[config.mk]
export PLATFORM = sky130hd
export DESIGN_NAME = fetch_unit
export DESIGN_NICKNAME = d
export VERILOG_FILES = /design/src/rtl/fetch_unit.sv
export SDC_FILE = /design/constraint.sdc
export NUM_CORES = 1
export LEC_CHECK = 0
export BUFFER_PORTS_ARGS = -buffer_cell sky130_fd_sc_hd__buf_2
export CORE_AREA = 2 2 77 79
export CTS_CLUSTER_SIZE = 8
export DETAILED_ROUTE_END_ITERATION = 8
export DIE_AREA = 0 0 79 81
export GPL_TIMING_DRIVEN = 1
export PLACE_DENSITY = 0.74
export SLEW_MARGIN = 20
export SYNTH_ARGS = -nofsm -noshare
export SYNTH_HDL_FRONTEND = slang
export SYNTH_SLANG_ARGS = --single-unit
[constraint.sdc]
create_clock -name clk -period 2.75 [get_ports clk]
set_clock_uncertainty 0.05 [all_clocks]
set_input_delay 0.4125 -clock clk [delete_from_list [all_inputs] [get_ports clk]]
set_output_delay 0.4125 -clock clk [all_outputs]
set_load 0.01 [all_outputs]
[src/rtl/fetch_unit.sv]
// Fetch stage: owns the PC, captures {pc, inst} pairs into a 2-entry FIFO and
// presents the head to decode through a valid/ready handshake.
module fetch_unit #(
    parameter logic [7:0] RESET_PC = 8'h00
) (
    input  logic        clk,
    input  logic        reset,
    output logic [7:0]  pc_addr,
    input  logic [7:0]  inst,
    input  logic        redirect,
    input  logic [7:0]  redirect_addr,
    input  logic        halt,
    output logic        out_valid,
    input  logic        out_ready,
    output logic [7:0]  out_inst,
    output logic [7:0]  out_pc,
    output logic [15:0] issued_count
);

    logic [7:0]  r_pc;
    logic        r_wr_ptr;
    logic        r_rd_ptr;
    logic [1:0]  r_count;
    logic [15:0] r_issued_count;
    logic [7:0]  r_buf_pc   [2];
    logic [7:0]  r_buf_inst [2];

    logic        w_valid;
    logic        w_pop;
    logic        w_full;
    logic        w_fetch;

    assign w_valid = (r_count != 2'd0);
    assign w_pop   = w_valid & out_ready;
    assign w_full  = (r_count == 2'd2);
    // A full buffer may still fetch when the head leaves in the same cycle.
    assign w_fetch = ~redirect & ~halt & (~w_full | w_pop);

    // Buffer storage carries no reset; entries are only observed when counted.
    generate
        for (genvar gi = 0; gi < 2; gi++) begin : g_entry
            always_ff @(posedge clk) begin
                if (w_fetch && (r_wr_ptr == 1'(gi))) begin
                    r_buf_pc[gi]   <= r_pc;
                    r_buf_inst[gi] <= inst;
                end
            end
        end
    endgenerate

    always_ff @(posedge clk or posedge reset) begin
        if (reset) begin
            r_pc     <= RESET_PC;
            r_wr_ptr <= 1'b0;
            r_rd_ptr <= 1'b0;
            r_count  <= 2'd0;
        end else if (redirect) begin
            r_pc     <= redirect_addr;
            r_wr_ptr <= 1'b0;
            r_rd_ptr <= 1'b0;
            r_count  <= 2'd0;
        end else begin
            if (w_fetch) begin
                r_pc     <= r_pc + 8'd1;
                r_wr_ptr <= ~r_wr_ptr;
            end
            if (w_pop) begin
                r_rd_ptr <= ~r_rd_ptr;
            end
            case ({w_fetch, w_pop})
                2'b10:   r_count <= r_count + 2'd1;
                2'b01:   r_count <= r_count - 2'd1;
                default: r_count <= r_count;
            endcase
        end
    end

    // A pop coinciding with a redirect is still a completed transfer.
    always_ff @(posedge clk or posedge reset) begin
        if (reset) begin
            r_issued_count <= 16'd0;
        end else if (w_pop) begin
            r_issued_count <= r_issued_count + 16'd1;
        end
    end

    assign pc_addr      = r_pc;
    assign out_valid    = w_valid;
    assign out_inst     = w_valid ? r_buf_inst[r_rd_ptr] : 8'h00;
    assign out_pc       = w_valid ? r_buf_pc[r_rd_ptr]   : 8'h00;
    assign issued_count = r_issued_count;

endmodule

==> run summary <==
Global Route Usage Sum: 15.5%
Cell taking the most area after synthesis: edfxtp_1
CP required: 2290 ps
Initial core utilization: 45.7%
Post-Synth Simple-Gate Area: 15.0%
Fin cells: 346
Post-CTS repair timing setup buffer count: 0
Dpl ws: 682 ps
Critical path's slowest cell: nor2_2
CP Data Arrival Time: 1750 ps
M2 GR Usage: 24.1%
LEAKAGE: 1.35 nW
Final Net Count: 289
Synth Area in Compound Gates: 2.94%
Tmin final: 2210 ps
GR Util met3: 5.22%
Status: finished, final reports clean
ANT cells: 0
RSZ-0062 raised after global routing: no
Setup violators final: 0
H-tree levels: 3
Hold Buf Count CTS: 0
Asr flop ratio synth: 46.7%
Most common cell in the netlist: edfxtp_1
FF+latch count, synth: 60
Syn avg cell area: 13.0 µm²
Yosys top cell area share: 37.0%
Post-synthesis mux area share: 6.55%
Chain of cells forming the critical path: nor2_2, nor2_1, buf_2
Post-DP HPWL: 3090 µm
# IOs: 62
Largest net degree at the start of global routing: 29
Hold slack: 88.0 ps
HP Class: input port to asynchronous set/reset pin
Detail Route Antenna Nets: 0
Post-synth EDFFs: 32
Main synth FF type: edfxtp_1
Most common library cells after synthesis: edfxtp_1, dfrtp_1, xnor2_1
Largest family of logic cells by synthesized area: simple AND/OR/NAND/NOR gates
Worst-Skew Late Latency: 330 ps
Antenna violations before repair: 0
Maximum vdd ir drop: 0.000264 V
Dpl cell area: 2990 µm²
Fraction of layout cells with a size suffix above 1: 32.5%
Max Cap Viol: 0
DR vias/cell: 4.81
CP endpoint kind: output port
First drt pass iteration count: 4
Design area: 3150 µm²
Post-Route Setup TNS: 0 ps
Post-layout util: 55.5%
GR peak layer: met2
CTS sink cnt: 60
Root buf cell: clkbuf_8
Worst slew pin tran: 1010 ps
First-pass GRT wire length: 7360 µm
Crit-path max cell delay: 630 ps
CP max FO: 18
Number of distinct library cells after synthesis: 31
Placed insts: 330
Drc violations: 0
Fin crit share: 80.4%
Die ar.: 6400 µm²
Starting DRT DRC Count: 81
Syn Inst Count: 200
Total power: 2.04 mW
Ranking of synthesized cells by area: edfxtp_1, dfrtp_1, xnor2_1
CTS tree: built
Adder-cell share of the synthesized area: 0.964%
Clock transition at the registers of the reported paths: 60 ps
Synth Area in XOR/XNOR: 8.43%
Critical path launch point type: register
F_max: 0.452 GHz
Crit path kind: register to output port
Syn Nets: 223
Vias: 1664
Core Area: 5680 µm²
Synth Cell Area: 2600 µm²
Vias in the first global route: 1531
Floorplan row count: 28
Layout area overhead: 21.3%
Fin worst setup slack: 538 ps
Grt ovf: 0
Cts bufs inserted: 9
Seq/Total Area, Yosys: 64.0%
DIE WIDTH: 79 µm
Wirelength per Cell: 13.0 µm
Die span in y: 81 µm
Max-slew headroom: 32.3%
YS warnings: 0
GP Congestion: 0.664
Power per cell area: 648 nW/µm²
Resize count post-CTS: 0
Port Buffers: 61
Post-Route WL: 4500 µm
GRT met1 Usage: 19.9%
Max Buffers Root-to-Sink: 2
Final Hold Viols: 0
Fin. max-slew vios: 0
==> cells by family (layout without fill, tap and decap cells) <==
| kind of cell | after synthesis | count (layout) |
|---|---|---|
| compound gates | 14 | 14 |
| xor+xnor | 25 | 25 |
| fa+ha+maj | 2 | 2 |
| buf+inv | 11 | 82 |
| flops | 60 | 60 |
| mux | 17 | 17 |
| simple gates | 71 | 71 |
==> layout by cell type (no fill, tap or decap), drive strengths merged <==
cell type,Yosys,final
buf,6,64
edfxtp,32,32
dfrtp,28,28
nor2,23,23
xnor2,21,21
nand2,17,17
mux2i,17,17
o21ai,12,12
clkbuf,3,10
nand3,8,8
nand4,5,5
clkinv,0,5
xor2,4,4
nor3,4,4
and3,3,3
nor4b,3,3
nor3b,3,3
and4,2,2
inv,2,2
ha,2,2
o211ai,1,1
nand3b,1,1
nor2b,1,1
nor4,1,1
a21oi,1,1
clkinvlp,0,1
==> state kept, by name, indices dropped and copies added (netlist names) <==
name / count
r_rd_ptr: 1
r_buf_pc: 16
pc_addr: 8
r_buf_inst: 16
r_count: 2
r_wr_ptr: 1
issued_count: 16
==> area by class of cell <==
| cell class | instances | area, µm² |
|---|---|---|
| inverters | 2 | 7.51 |
| well taps | 75 | 93.8 |
| clock buffers | 10 | 128 |
| multi-input cells | 129 | 901 |
| flip-flops and latches | 60 | 1660 |
| repair buffers | 64 | 328 |
| clock inverters | 6 | 31.3 |
| fillers | 501 | 2520 |
==> report_power, final <==
group	internal [mW]	total [mW]	switching, mW
combinational	0.138	0.303	0.165
clock	0.316	0.634	0.318
sequential	1.03	1.11	0.0775
==> worst max-delay path: cells and delay by family, from the launching register on <==
family | cells | cell delay [ps]
flip-flops | 1 | 480
buffers and inverters | 1 | 170
AND/OR/NAND/NOR | 2 | 750
==> final timing paths <==
path                            slack, ps  cells past startpoint                to              from
max in group asynchronous            2280                      3  issued_count[10]             reset
worst max-delay path                  540                      3       out_inst[7]        r_count[0]
worst min-delay path                   90                      3   issued_count[7]             reset
worst max register to register        740                      2    r_buf_pc[1][6]        r_count[1]
worst min register to register        430                      1  issued_count[15]  issued_count[15]
min in group clk                      220                      1  r_buf_inst[0][2]           inst[2]
==> routing by layer <==
metal | wire length, µm | vias up
met4 | 86 | 0
met3 | 294 | 11
met2 | 2100 | 50
met5 | 0 | -
li1 | - | 839
met1 | 2020 | 764
(Power assumes the default switching activity.)
